### src/rtl/gemm_tile_sequencer_pkg.sv
// -----------------------------------------------------------------------------
// gemm_tile_sequencer_pkg
// Shared configuration for the gemm tile sequencer: default systolic-array
// tile sizes, the gemm register offsets, the sequencer state encoding and a
// couple of small helper functions.
// -----------------------------------------------------------------------------
package gemm_tile_sequencer_pkg;

    // Systolic array geometry used as the default N/K tile sizes.
    localparam int SUPER_SYS_ROWS = 4;
    localparam int SUPER_SYS_COLS = 4;

    // gemm register file offsets, relative to the register base.
    localparam logic [31:0] GEMM_REG_TILE_A  = 32'd0;
    localparam logic [31:0] GEMM_REG_TILE_B  = 32'd4;
    localparam logic [31:0] GEMM_REG_TILE_C  = 32'd8;
    localparam logic [31:0] GEMM_REG_ASTRIDE = 32'd12;
    localparam logic [31:0] GEMM_REG_BSTRIDE = 32'd16;
    localparam logic [31:0] GEMM_REG_CTRL    = 32'd20;
    localparam logic [31:0] GEMM_REG_DIM     = 32'd24;

    // Legacy state codes; the enum below reuses them so older tooling that
    // decodes the raw state value keeps working.
    localparam logic [2:0] ST_IDLE   = 3'd0;
    localparam logic [2:0] ST_CFG    = 3'd1;
    localparam logic [2:0] ST_FREQ   = 3'd2;
    localparam logic [2:0] ST_FCHK   = 3'd3;
    localparam logic [2:0] ST_DREQ   = 3'd4;
    localparam logic [2:0] ST_DCHK   = 3'd5;
    localparam logic [2:0] ST_FINISH = 3'd6;

    typedef enum logic [2:0] {
        SEQ_IDLE   = ST_IDLE,
        SEQ_CFG    = ST_CFG,
        SEQ_FREQ   = ST_FREQ,
        SEQ_FCHK   = ST_FCHK,
        SEQ_DREQ   = ST_DREQ,
        SEQ_DCHK   = ST_DCHK,
        SEQ_FINISH = ST_FINISH
    } gemm_seq_state_e;

    // Register offset written by each configuration step, in issue order.
    function automatic logic [31:0] cfg_reg_offset(input logic [2:0] step);
        logic [31:0] off;
        case (step)
            3'd0:    off = GEMM_REG_ASTRIDE;
            3'd1:    off = GEMM_REG_BSTRIDE;
            3'd2:    off = GEMM_REG_TILE_A;
            3'd3:    off = GEMM_REG_TILE_B;
            3'd4:    off = GEMM_REG_TILE_C;
            3'd5:    off = GEMM_REG_CTRL;
            3'd6:    off = GEMM_REG_DIM;
            default: off = GEMM_REG_TILE_A;
        endcase
        return off;
    endfunction

    // True in the four states that poll the accelerator status.
    function automatic logic is_poll_state(input gemm_seq_state_e st);
        return (st == SEQ_FREQ) || (st == SEQ_FCHK) ||
               (st == SEQ_DREQ) || (st == SEQ_DCHK);
    endfunction

endpackage

### src/rtl/gemm_tile_sequencer_iter.sv
// -----------------------------------------------------------------------------
// gemm_tile_iter
// Walks the (n, m, k) tile space with k innermost and n outermost, and derives
// the per-tile sizes and flags from the current indices.
// Ports: clk, rst (sync active-low), clear (restart at tile 0), advance (step
// to the next tile), m_dim/n_dim/k_dim (latched job dims), m_idx/n_idx/k_idx,
// msize/nsize/ksize, first, last, has_next.
// -----------------------------------------------------------------------------
module gemm_tile_iter
    import gemm_tile_sequencer_pkg::*;
#(
    parameter int BLKN  = SUPER_SYS_ROWS,
    parameter int BLKK  = SUPER_SYS_COLS,
    parameter int BLKM  = 16,
    parameter int DIM_W = 16
) (
    input  logic             clk,
    input  logic             rst,
    input  logic             clear,
    input  logic             advance,
    input  logic [DIM_W-1:0] m_dim,
    input  logic [DIM_W-1:0] n_dim,
    input  logic [DIM_W-1:0] k_dim,
    output logic [DIM_W-1:0] m_idx,
    output logic [DIM_W-1:0] n_idx,
    output logic [DIM_W-1:0] k_idx,
    output logic [DIM_W-1:0] msize,
    output logic [DIM_W-1:0] nsize,
    output logic [DIM_W-1:0] ksize,
    output logic             first,
    output logic             last,
    output logic             has_next
);

    // One extra bit so index + block size cannot overflow in the compares.
    localparam logic [DIM_W:0] BLKN_C = BLKN[DIM_W:0];
    localparam logic [DIM_W:0] BLKK_C = BLKK[DIM_W:0];
    localparam logic [DIM_W:0] BLKM_C = BLKM[DIM_W:0];

    logic [DIM_W-1:0] m_r, n_r, k_r;
    logic [DIM_W-1:0] m_rem_s, n_rem_s, k_rem_s;
    logic             m_last_s, n_last_s, k_last_s;

    // Remaining extents, edge-tile detection and clipped tile sizes.
    always_comb begin
        m_rem_s  = m_dim - m_r;
        n_rem_s  = n_dim - n_r;
        k_rem_s  = k_dim - k_r;
        m_last_s = ({1'b0, m_r} + BLKM_C) >= {1'b0, m_dim};
        n_last_s = ({1'b0, n_r} + BLKN_C) >= {1'b0, n_dim};
        k_last_s = ({1'b0, k_r} + BLKK_C) >= {1'b0, k_dim};
        if ({1'b0, m_rem_s} > BLKM_C) begin
            msize = BLKM_C[DIM_W-1:0];
        end else begin
            msize = m_rem_s;
        end
        if ({1'b0, n_rem_s} > BLKN_C) begin
            nsize = BLKN_C[DIM_W-1:0];
        end else begin
            nsize = n_rem_s;
        end
        if ({1'b0, k_rem_s} > BLKK_C) begin
            ksize = BLKK_C[DIM_W-1:0];
        end else begin
            ksize = k_rem_s;
        end
    end

    assign m_idx    = m_r;
    assign n_idx    = n_r;
    assign k_idx    = k_r;
    assign first    = (k_r == {DIM_W{1'b0}});
    assign last     = k_last_s;
    assign has_next = !(k_last_s && m_last_s && n_last_s);

    // Tile index counters: k wraps into m, m wraps into n.
    always_ff @(posedge clk) begin
        if (!rst) begin
            m_r <= {DIM_W{1'b0}};
            n_r <= {DIM_W{1'b0}};
            k_r <= {DIM_W{1'b0}};
        end else if (clear) begin
            m_r <= {DIM_W{1'b0}};
            n_r <= {DIM_W{1'b0}};
            k_r <= {DIM_W{1'b0}};
        end else if (advance) begin
            if (!k_last_s) begin
                k_r <= k_r + BLKK_C[DIM_W-1:0];
            end else begin
                k_r <= {DIM_W{1'b0}};
                if (!m_last_s) begin
                    m_r <= m_r + BLKM_C[DIM_W-1:0];
                end else begin
                    m_r <= {DIM_W{1'b0}};
                    n_r <= n_r + BLKN_C[DIM_W-1:0];
                end
            end
        end else begin
            m_r <= m_r;
            n_r <= n_r;
            k_r <= k_r;
        end
    end

endmodule

### src/rtl/gemm_tile_sequencer.sv
// -----------------------------------------------------------------------------
// gemm_tile_sequencer
// Runs one GEMM job on the gemm accelerator: for each (n, m, k) tile it writes
// the seven tile registers, polls FULL at +0, and after the last tile polls
// DONE at +24. All bus outputs are registered and set up one cycle ahead from
// the next-state decode, so the first write appears the cycle after start.
// Ports: clk, rst (sync active-low); job side start, m_dim/n_dim/k_dim,
// a_base/b_base/c_base, busy, done, error, tile_count; bus side bus_en,
// bus_rdwr (1 = write), bus_addr, bus_wr_data, bus_rd_data.
// Optional: define GEMM_SEQ_TIMEOUT_EN to abort polling after POLL_TIMEOUT
// cycles with error set; otherwise polling is unbounded and error stays 0.
// -----------------------------------------------------------------------------
module gemm_tile_sequencer
    import gemm_tile_sequencer_pkg::*;
#(
    parameter int          BLKN         = SUPER_SYS_ROWS,
    parameter int          BLKK         = SUPER_SYS_COLS,
    parameter int          BLKM         = 16,
    parameter logic [31:0] BASE_ADDR    = 32'h9000_0000,
    parameter int          DIM_W        = 16,
    parameter int          POLL_TIMEOUT = 4096
) (
    input  logic             clk,
    input  logic             rst,
    input  logic             start,
    input  logic [DIM_W-1:0] m_dim,
    input  logic [DIM_W-1:0] n_dim,
    input  logic [DIM_W-1:0] k_dim,
    input  logic [31:0]      a_base,
    input  logic [31:0]      b_base,
    input  logic [31:0]      c_base,
    output logic             busy,
    output logic             done,
    output logic             error,
    output logic [15:0]      tile_count,
    output logic             bus_en,
    output logic             bus_rdwr,
    output logic [31:0]      bus_addr,
    output logic [31:0]      bus_wr_data,
    input  logic [31:0]      bus_rd_data
);

    gemm_seq_state_e  state_r, state_nxt_s;
    logic [2:0]       step_r, step_nxt_s;
    logic             start_acc_s, advance_s, tile_inc_s, timeout_s;
    logic [DIM_W-1:0] m_lat_r, n_lat_r, k_lat_r;
    logic [31:0]      a_base_r, b_base_r, c_base_r;
    logic [DIM_W-1:0] m_idx_s, n_idx_s, k_idx_s, msize_s, nsize_s, ksize_s;
    logic             first_s, last_s, has_next_s;
    logic [31:0]      a_addr_s, b_addr_s, c_addr_s, dim_word_s, k_word_s;
    logic             bus_en_nxt_s, bus_rdwr_nxt_s;
    logic [31:0]      bus_addr_nxt_s, bus_wr_data_nxt_s;
    logic             busy_r, done_r, bus_en_r, bus_rdwr_r;
    logic [31:0]      bus_addr_r, bus_wr_data_r;
    logic [15:0]      tile_count_r;
    logic [30:0]      rd_data_unused_s;

    assign start_acc_s      = (state_r == SEQ_IDLE) && start;
    assign rd_data_unused_s = bus_rd_data[31:1];

    gemm_tile_iter #(
        .BLKN (BLKN),
        .BLKK (BLKK),
        .BLKM (BLKM),
        .DIM_W(DIM_W)
    ) u_iter (
        .clk     (clk),
        .rst     (rst),
        .clear   (start_acc_s),
        .advance (advance_s),
        .m_dim   (m_lat_r),
        .n_dim   (n_lat_r),
        .k_dim   (k_lat_r),
        .m_idx   (m_idx_s),
        .n_idx   (n_idx_s),
        .k_idx   (k_idx_s),
        .msize   (msize_s),
        .nsize   (nsize_s),
        .ksize   (ksize_s),
        .first   (first_s),
        .last    (last_s),
        .has_next(has_next_s)
    );

`ifdef GEMM_SEQ_TIMEOUT_EN
    logic [31:0] poll_cnt_r;
    logic        error_r;

    assign timeout_s = is_poll_state(state_r) && (poll_cnt_r >= 32'(POLL_TIMEOUT));
    assign error     = error_r;

    // Poll cycle counter; cleared whenever the next state is not a poll state.
    always_ff @(posedge clk) begin
        if (!rst) begin
            poll_cnt_r <= 32'd0;
        end else if (is_poll_state(state_nxt_s)) begin
            poll_cnt_r <= poll_cnt_r + 32'd1;
        end else begin
            poll_cnt_r <= 32'd0;
        end
    end

    // Sticky timeout flag, cleared by the next accepted job.
    always_ff @(posedge clk) begin
        if (!rst) begin
            error_r <= 1'b0;
        end else if (start_acc_s) begin
            error_r <= 1'b0;
        end else if (timeout_s) begin
            error_r <= 1'b1;
        end else begin
            error_r <= error_r;
        end
    end
`else
    logic [31:0] poll_timeout_unused_s;

    assign poll_timeout_unused_s = 32'(POLL_TIMEOUT);
    assign timeout_s             = 1'b0;
    assign error                 = 1'b0;
`endif

    // Tile address arithmetic, 32-bit unsigned with wrap.
    always_comb begin
        a_addr_s   = a_base_r + 32'(k_idx_s) + 32'(m_idx_s) * 32'(k_lat_r);
        b_addr_s   = b_base_r + 32'(n_idx_s)
                   + (32'(k_idx_s) + 32'(ksize_s) - 32'd1) * 32'(n_lat_r);
        c_addr_s   = c_base_r + 32'(n_idx_s) + 32'(m_idx_s) * 32'(n_lat_r);
        dim_word_s = 32'(msize_s) | (32'(ksize_s) << 3'd5) | (32'(nsize_s) << 4'd10);
        // Step 0 is set up while still in IDLE, before K has been latched.
        if (state_r == SEQ_IDLE) begin
            k_word_s = 32'(k_dim);
        end else begin
            k_word_s = 32'(k_lat_r);
        end
    end

    // Next-state decode.
    always_comb begin
        state_nxt_s = state_r;
        step_nxt_s  = step_r;
        advance_s   = 1'b0;
        tile_inc_s  = 1'b0;
        if (timeout_s) begin
            state_nxt_s = SEQ_FINISH;
            step_nxt_s  = 3'd0;
        end else begin
            case (state_r)
                SEQ_IDLE: begin
                    if (!start) begin
                        state_nxt_s = SEQ_IDLE;
                    end else if ((m_dim != {DIM_W{1'b0}}) && (n_dim != {DIM_W{1'b0}}) &&
                                 (k_dim != {DIM_W{1'b0}})) begin
                        state_nxt_s = SEQ_CFG;
                        step_nxt_s  = 3'd0;
                    end else begin
                        state_nxt_s = SEQ_FINISH;
                    end
                end
                SEQ_CFG: begin
                    if (step_r == 3'd6) begin
                        state_nxt_s = SEQ_FREQ;
                        step_nxt_s  = 3'd0;
                        tile_inc_s  = 1'b1;
                    end else begin
                        step_nxt_s  = step_r + 3'd1;
                    end
                end
                SEQ_FREQ: state_nxt_s = SEQ_FCHK;
                SEQ_FCHK: begin
                    if (bus_rd_data[0]) begin
                        state_nxt_s = SEQ_FREQ;
                    end else if (has_next_s) begin
                        state_nxt_s = SEQ_CFG;
                        step_nxt_s  = 3'd0;
                        advance_s   = 1'b1;
                    end else begin
                        state_nxt_s = SEQ_DREQ;
                    end
                end
                SEQ_DREQ: state_nxt_s = SEQ_DCHK;
                SEQ_DCHK: begin
                    if (bus_rd_data[0]) begin
                        state_nxt_s = SEQ_FINISH;
                    end else begin
                        state_nxt_s = SEQ_DREQ;
                    end
                end
                SEQ_FINISH: state_nxt_s = SEQ_IDLE;
                default:    state_nxt_s = SEQ_IDLE;
            endcase
        end
    end

    // Bus values for the coming cycle, decoded from the next state and step.
    always_comb begin
        bus_en_nxt_s      = 1'b0;
        bus_rdwr_nxt_s    = 1'b0;
        bus_addr_nxt_s    = 32'd0;
        bus_wr_data_nxt_s = 32'd0;
        case (state_nxt_s)
            SEQ_CFG: begin
                bus_en_nxt_s   = 1'b1;
                bus_rdwr_nxt_s = 1'b1;
                bus_addr_nxt_s = BASE_ADDR + cfg_reg_offset(step_nxt_s);
                case (step_nxt_s)
                    3'd0:    bus_wr_data_nxt_s = k_word_s;
                    3'd1:    bus_wr_data_nxt_s = 32'(n_lat_r);
                    3'd2:    bus_wr_data_nxt_s = a_addr_s;
                    3'd3:    bus_wr_data_nxt_s = b_addr_s;
                    3'd4:    bus_wr_data_nxt_s = c_addr_s;
                    3'd5:    bus_wr_data_nxt_s = {30'd0, first_s, last_s};
                    3'd6:    bus_wr_data_nxt_s = dim_word_s;
                    default: bus_wr_data_nxt_s = 32'd0;
                endcase
            end
            SEQ_FREQ: begin
                bus_en_nxt_s   = 1'b1;
                bus_addr_nxt_s = BASE_ADDR + GEMM_REG_TILE_A;
            end
            SEQ_DREQ: begin
                bus_en_nxt_s   = 1'b1;
                bus_addr_nxt_s = BASE_ADDR + GEMM_REG_DIM;
            end
            default: begin
                bus_en_nxt_s = 1'b0;
            end
        endcase
    end

    // State and configuration step registers.
    always_ff @(posedge clk) begin
        if (!rst) begin
            state_r <= SEQ_IDLE;
            step_r  <= 3'd0;
        end else begin
            state_r <= state_nxt_s;
            step_r  <= step_nxt_s;
        end
    end

    // Job parameters, captured on an accepted start.
    always_ff @(posedge clk) begin
        if (!rst) begin
            m_lat_r  <= {DIM_W{1'b0}};
            n_lat_r  <= {DIM_W{1'b0}};
            k_lat_r  <= {DIM_W{1'b0}};
            a_base_r <= 32'd0;
            b_base_r <= 32'd0;
            c_base_r <= 32'd0;
        end else if (start_acc_s) begin
            m_lat_r  <= m_dim;
            n_lat_r  <= n_dim;
            k_lat_r  <= k_dim;
            a_base_r <= a_base;
            b_base_r <= b_base;
            c_base_r <= c_base;
        end else begin
            m_lat_r  <= m_lat_r;
            n_lat_r  <= n_lat_r;
            k_lat_r  <= k_lat_r;
            a_base_r <= a_base_r;
            b_base_r <= b_base_r;
            c_base_r <= c_base_r;
        end
    end

    // Registered job-status and bus outputs.
    always_ff @(posedge clk) begin
        if (!rst) begin
            busy_r        <= 1'b0;
            done_r        <= 1'b0;
            tile_count_r  <= 16'd0;
            bus_en_r      <= 1'b0;
            bus_rdwr_r    <= 1'b0;
            bus_addr_r    <= 32'd0;
            bus_wr_data_r <= 32'd0;
        end else begin
            busy_r        <= (state_nxt_s != SEQ_IDLE) && (state_nxt_s != SEQ_FINISH);
            done_r        <= (state_nxt_s == SEQ_FINISH);
            bus_en_r      <= bus_en_nxt_s;
            bus_rdwr_r    <= bus_rdwr_nxt_s;
            bus_addr_r    <= bus_addr_nxt_s;
            bus_wr_data_r <= bus_wr_data_nxt_s;
            if (start_acc_s) begin
                tile_count_r <= 16'd0;
            end else if (tile_inc_s) begin
                tile_count_r <= tile_count_r + 16'd1;
            end else begin
                tile_count_r <= tile_count_r;
            end
        end
    end

    assign busy        = busy_r;
    assign done        = done_r;
    assign tile_count  = tile_count_r;
    assign bus_en      = bus_en_r;
    assign bus_rdwr    = bus_rdwr_r;
    assign bus_addr    = bus_addr_r;
    assign bus_wr_data = bus_wr_data_r;

endmodule

### config.mk
export PLATFORM = sky130hd
export DESIGN_NAME = gemm_tile_sequencer
export DESIGN_NICKNAME = d
export VERILOG_FILES = /design/src/rtl/gemm_tile_sequencer_pkg.sv /design/src/rtl/gemm_tile_sequencer_iter.sv /design/src/rtl/gemm_tile_sequencer.sv
export SDC_FILE = /design/constraint.sdc
export NUM_CORES = 2
export LEC_CHECK = 0
export ABC_AREA = 1
export BUFFER_PORTS_ARGS = -buffer_cell sky130_fd_sc_hd__buf_2
export CAP_MARGIN = 20
export CORE_ASPECT_RATIO = 1.5
export CORE_MARGIN = 1
export CORE_UTILIZATION = 25
export CTS_CLUSTER_DIAMETER = 200
export DETAILED_ROUTE_END_ITERATION = 6
export PLACE_DENSITY = 0.38
export SETUP_SLACK_MARGIN = 0.05
export SLEW_MARGIN = 5
export SYNTH_ARGS = -nofsm -noshare
export SYNTH_HDL_FRONTEND = slang
export SYNTH_SLANG_ARGS = --single-unit
### constraint.sdc
create_clock -name clk -period 10.8 [get_ports clk]
set_clock_uncertainty 0.05 [all_clocks]
set_input_delay 1.08 -clock clk [delete_from_list [all_inputs] [get_ports clk]]
set_output_delay 1.08 -clock clk [all_outputs]
set_load 0.01 [all_outputs]
# Word-level counts from Yosys, hierarchy flattened
# Index checks and enable logic that the tools add are counted.
# op_classes
addsub,20
mul,3
div_mod_pow,0
magnitude_cmp,6
n_eq_ne,17
shifts,0
n_mux,30
n_bitwise,3
reduce_logical,18
# ops
cell,count
32-bit one-hot mux with 7 select lines,1
32-bit by 16-bit adder with 32-bit output,3
32-bit adder,3
16-bit two-way mux,6
32-bit one-hot mux with 3 select lines,1
16-bit by 16-bit multiplier with 32-bit output,2
17-bit by 16-bit >= comparator with 1-bit output,3
16-bit nonzero test,3
16-bit subtractor,3
"16-bit by 3-bit adder with 17-bit output, second input constant",2
"16-bit by 3-bit adder with 16-bit output, second input constant",2
"32-bit adder, first input constant",1
"16-bit by 3-bit greater-than comparator with 1-bit output, second input constant",2
18-bit by 17-bit multiplier with 32-bit output,1
32-bit two-way mux,1
3-bit two-way mux,10
5-bit one-hot mux with 6 select lines,1
21-bit by 26-bit bitwise OR with 26-bit output,1
"3-bit == test, second input constant",8
16-bit by 21-bit bitwise OR with 21-bit output,1
3-bit one-hot mux with 6 select lines,1
"17-bit by 1-bit subtractor with 18-bit output, second input constant",1
16-bit by 16-bit adder with 17-bit output,1
"16-bit by 5-bit adder with 17-bit output, second input constant",1
other kinds (19),38
# totals
register_bits,282
latch_bits,0
mem_bits_rw,0
rom_bits,0
in_bits,179
out_inout_bits,85
word_cells,115
memories,0

# Longest topological paths before layout
# logic_depth
ltp_word,12
mapped_depth,58
ltp_nobuf,57

# Modules after synthesis
# Synthesis repeated with hierarchy kept, for this count alone.
# unflattened
hier_cells,6735
hier_area_um2,48884.4
# modules_own_cells
module,instances,cells_per_inst,area_per_inst_um2,seq_area_each_um2
gemm_tile_sequencer,1,5610,42388.2,4124.0
gemm_tile_iter,1,1125,6496.2,800.8

# Least setup slack after synthesis
# Ideal clock, no wire load.
# synth_timing
path_type,register to register
start,"register u_iter.k_r[2], in the netlist u_iter.k_idx[2]"
end,"register bus_wr_data_r[24], in the netlist bus_wr_data[24]"
setup_ns,0.109
t_arrival_ns,9.302
required_time_ns,10.641
path_slack_ns,1.339
path_stages_with_launch,51
path_buffers,0
synth_period_minus_slack_ns,9.461
path_cell_list,dfxtp_1 > inv_1 > ha_1 > inv_1 > a21oi_1 > o21ai_0 > or2_2 > xnor2_1 > nand2_1 > nor2_1 > inv_1 > nor2_1 > o21ai_0 > nor2_1 > inv_1 > ha_1 > fa_1 > nand2_1 > [... 15 more ...] > fa_1 > inv_1 > fa_1 > inv_1 > ha_1 > a21oi_1 > nor2_1 > nor2_1 > o221ai_1 > a21oi_1 > o21bai_1 > nand3_1 > nand2_1 > or2_2 > nand3_1 > nand3_1 > nand2_1 > inv_1
# synth_via
elab_chain_cells,9
elab_cells_between_ends,29
classes_between,add/sub (7); mul (1); order compare (2); eq/ne (7); mux (8); reduce/logical (4)
# synth_lines
element,line_no,text
from (decl),gemm_tile_sequencer_iter.sv:40,"logic [DIM_W-1:0] m_r, n_r, k_r;"
from (signal assigned),gemm_tile_sequencer_iter.sv:81,k_r <= {DIM_W{1'b0}};
from (signal assigned),gemm_tile_sequencer_iter.sv:85,k_r <= {DIM_W{1'b0}};
from (signal assigned),gemm_tile_sequencer_iter.sv:88,k_r <= k_r + BLKK_C[DIM_W-1:0];
branches (longest 9 deep; another with 18-bit by 17-bit multiplier with 32-bit output),-,
to (signal assigned),gemm_tile_sequencer.sv:284,bus_wr_data_r <= bus_wr_data_nxt_s;
to (decl),gemm_tile_sequencer.sv:54,"logic [31:0] bus_addr_r, bus_wr_data_r;"
# Parallel ways; which one is timed is not known.
# A chain may end at the register's enable or synchronous reset.

# Final worst setup path
# layout_timing
start,"register u_iter.k_r[2], in the netlist u_iter.k_idx[2]"
end,"register bus_wr_data_r[31], in the netlist bus_wr_data[31]"
# Same word-level chain as after synthesis.

==> results summary <==
The run finished with clean final reports. The root buffer cell chosen for the clock tree is clkbuf_16. The length in cells of the worst reg-to-reg path came out at 55. The horizontal die dimension came out at 345.9 um. The detailed-route DRC error count came out at 0.

The post-synthesis cell type count came out at 51. The final critical delay including setup and external delays is around 10 ns. In this run the critical register-to-register path is launched from u_iter.k_idx[2]. The initial cell density of the core came out at 0.2515. The maximum number of pins on one net before global-route repair is 117. The top-level port count came out at between 200 and 300. After detailed routing, the number of vias per cell comes to 4.431. The startpoint type of the worst setup path is a register. The area growth from synthesis to layout is 12.95%. The leakage component of the power came out at 0.02599 uW.

The number of sinks handled by clock tree synthesis is approximately 250. The critical-path cell with the highest stage delay is fa_2. The number of global-route vias before repair is between 30000 and 40000. The routability congestion estimate from global placement is 0.8925. The first-pass GRT wire length came out at 256.0 mm. The number of optimization iterations in the first detailed-route pass came out at 5. Fill cells in the final layout number 19570. The area fraction of the dominant cell type after synthesis is 0.3376. For the worst setup path, the data arrival time is 10.56 ns.

The maximum achievable frequency came out at 0.09908 GHz. The floorplan die height is 517.9 um. The quantity of I/O buffers inserted on ports came out at 204.

The initial antenna violation count came out at 10. The level count of the clock H-tree came out at 2. The setup slack of the worst register-to-register path came out at around 0.71 ns. Setup repair after global routing could not meet its margin everywhere. Synthesis produced a netlist whose cell count is 5839. The critical path is of the reg2reg type. The required time of the critical path came out at 11.27 ns. The number of max-capacitance violations reported came out at 0. Setup violations remaining at the end of the flow were counted as 0. For this run, the total global-route usage over all layers was measured as 0.1940. For this run, the leading register cell type out of synthesis is dfxtp_1. The longest clock path from root to sink contains 3 buffers.

The layout net count came out at between 7000 and 8000. The number of warnings reported in the yosys synthesis log is 0. After synthesis, the cell types taking the most area are fa_1 34%, inv_1 12%, dfxtp_1 11%. Of all nets on the critical path, the largest fanout is 8.

The mean instance size in the synthesized netlist is 7.597 sq um. By count the netlist is led by 1469 x inv_1, 1107 x nand2_1, 748 x fa_1, 413 x nor2_1, 390 x ha_1. The placeable core region came out at 176400 sq um.

inv_1 is the most common cell in the netlist. The most critical setup path has its startpoint at u_iter.k_idx[2]. The number of endpoints with negative hold slack in the final report came out at 0. The sort of element at the end of the critical path is a register.

Yosys mapped a number of flops with a built-in enable equal to 0. On the final layout, the worst hold slack is between 0.4 and 0.5 ns. The post-CTS clock slew at the launch and capture registers of the worst setup and hold paths came out at 0.06 ns.

In this design, the stage delay of the slowest critical-path cell is roughly 0.58 ns. The relative max-transition margin is 0.3776. The half-perimeter wire length after placement is ~140 mm.

The clock buffer count from CTS came out at 36. The cell accounting for the most synthesized area is fa_1. At the pin with the least slew margin, the transition time is 0.9279 ns. The die area came out at ~180000 sq um. The end point of the critical path is bus_wr_data[31].

The power density over the cells is 171.3 nW/um^2. The number of storage elements in the synthesis netlist is 246. The number of DRC violations after detailed-routing iteration 0 came out at 1957. TritonCTS built the clock tree.

The share of cells above drive strength 1 came out at 0.08501. The area of the mapped netlist is 44360 sq um. By instance count, the cell type seen most on the critical path is nand2_1. For this block, the routed nets add up to ~170 mm of wire. The endpoint identified for the worst register-to-register timing path is bus_wr_data[31]. The residual overflow from global routing came out at 0. The total power is 8585 uW. The count of pins over their slew limit is 0.

The min-delay analysis places its worst path in the category reg2reg. The proportion of synthesized chip area in sequential cells came out at 0.1110. The share of the clock period used by the worst path after layout came out at 0.9345. Dividing the detail-routed wire length by the instance count gives 20.46 um. VDD sags by at most between 0.0002 and 0.0003 V. The source-to-sink clock delay at the later pin of the worst-skew pair is 0.66 ns.

Summing over every cut layer, the via total after detailed routing is 37340. The async set-or-reset flop fraction in the synthesized netlist came out at 0. The post-route antenna net violation count came out at 0. The total number of placement rows came out at roughly 190.
[registers in the layout, indices dropped and copies added, names as in the netlist, 4 cells and up]
signal,count
u_iter.m_idx,12
tile_count,16
b_base_r,32
k_lat_r,16
m_lat_r,16
c_base_r,32
bus_addr,4
n_lat_r,16
a_base_r,32
u_iter.n_idx,14
bus_wr_data,32
u_iter.k_idx,14
[worst min path at each step]
stage / end / cells after the start / from
after global routing: a_base_r[21] / 2 / a_base_r[21]
after floorplan: a_base_r[0] / 2 / a_base_r[0]
after detailed placement: u_iter.k_idx[11] / 2 / u_iter.k_idx[11]
final: u_iter.k_idx[11] / 2 / u_iter.k_idx[11]
after CTS: u_iter.k_idx[11] / 2 / u_iter.k_idx[11]
after global placement: a_base_r[3] / 2 / a_base_r[3]
[power breakdown]
group	internal, uW	switching, uW	leakage, uW
sequential	961	37.1	0.00202
combinational	2370	3940	0.0234
clock	702	579	0.000586
[metrics by stage]
| stage | instance area (sq um) | cells | utilization | setup slack (ns) | setup TNS, ns |
|---|---|---|---|---|---|
| global route | 50100 | 8423 | 0.2840 | -0.009089 | -0.009089 |
| global placement | 48660 | 8352 | 0.2758 | 0.07163 | 0 |
| floorplan | 44790 | 5954 | - | 1.339 | 0 |
| detailed placement | 48660 | 8352 | 0.2758 | 0.03646 | 0 |
| CTS | 49870 | 8417 | 0.2827 | 0.06977 | 0 |
| finish | 50110 | 8425 | 0.2840 | 0.7071 | 0 |
[layer usage]
metal  track usage  vias up  wire length, um
met5             0        -               32
met2        0.3587      726            89030
met3       0.01708      180             5590
li1              -    17850                -
met1        0.2345    18570            71720
met4       0.06090        6             5977
[kinds of logic (layout without fill, tap and decap cells)]
group,after synthesis,after routing,synth area share
AO/OA/AOI/OAI,642,642,0.07793
XOR/XNOR,154,154,0.03040
adder cells (fa/ha/maj),1138,1138,0.4476
buffers and inverters,1725,1900,0.1503
flip-flops,246,246,0.1110
other,2,121,0.0001693
AND/OR/NAND/NOR,1932,1932,0.1826
[cell type report]
cell class,instances,area [sq um],area share
inverters,1495,5618,0.1121
well taps,2292,2868,0.05723
diodes,4,10.01,0.0001998
flip-flops and latches,246,4936,0.09851
multi-input cells,3983,33390,0.6664
clock inverters,16,191.4,0.003821
clock buffers,49,1020,0.02035
repair buffers,340,2073,0.04138
[worst max-delay path: cells and delay by family, from the launching register on]
| kind | cells | cell delay (ns) |
|---|---|---|
| flops | 1 | 0.34 |
| compound gates | 11 | 1.55 |
| buf+inv | 10 | 0.70 |
| simple gates | 24 | 2.97 |
| fa+ha+maj | 10 | 4.35 |
[timing repair]
action / in CTS / in global routing
gates resized for setup: 1 / 61
endpoints found under the setup margin: 2 / 22
setup buffers: 0 / 4
pin swaps: 0 / 12
hold buffers: 0 / 0
[cells in the final DEF (no fill, tap or decap), types with 6 or more instances in the layout]
| cell type | n |
|---|---|
| o211ai_1 | 10 |
| xnor2_1 | 55 |
| nand3_2 | 7 |
| clkbuf_16 | 36 |
| a21o_1 | 18 |
| clkbuf_1 | 6 |
| nand3b_1 | 20 |
| o21bai_1 | 10 |
| buf_2 | 203 |
| inv_1 | 1468 |
| nand2_2 | 11 |
| nor3_1 | 44 |
| xor2_1 | 97 |
| ha_2 | 7 |
| a21oi_1 | 318 |
| a21oi_2 | 11 |
| ha_1 | 380 |
| nor2_1 | 407 |
| nand4_1 | 65 |
| nand3_1 | 206 |
| inv_2 | 8 |
| fa_1 | 745 |
| buf_4 | 134 |
| clkbuf_8 | 7 |
| a211oi_1 | 15 |
| clkinv_1 | 15 |
| dfxtp_1 | 237 |
| o21ai_1 | 6 |
| conb_1 | 117 |
| o21ai_0 | 200 |
| a31oi_1 | 16 |
| dfxtp_2 | 9 |
| or2_2 | 29 |
| nor4_1 | 12 |
| nand2_1 | 1103 |
| nor2_2 | 10 |
| o22ai_1 | 16 |
Note: power is estimated with default switching activity, not from simulation.
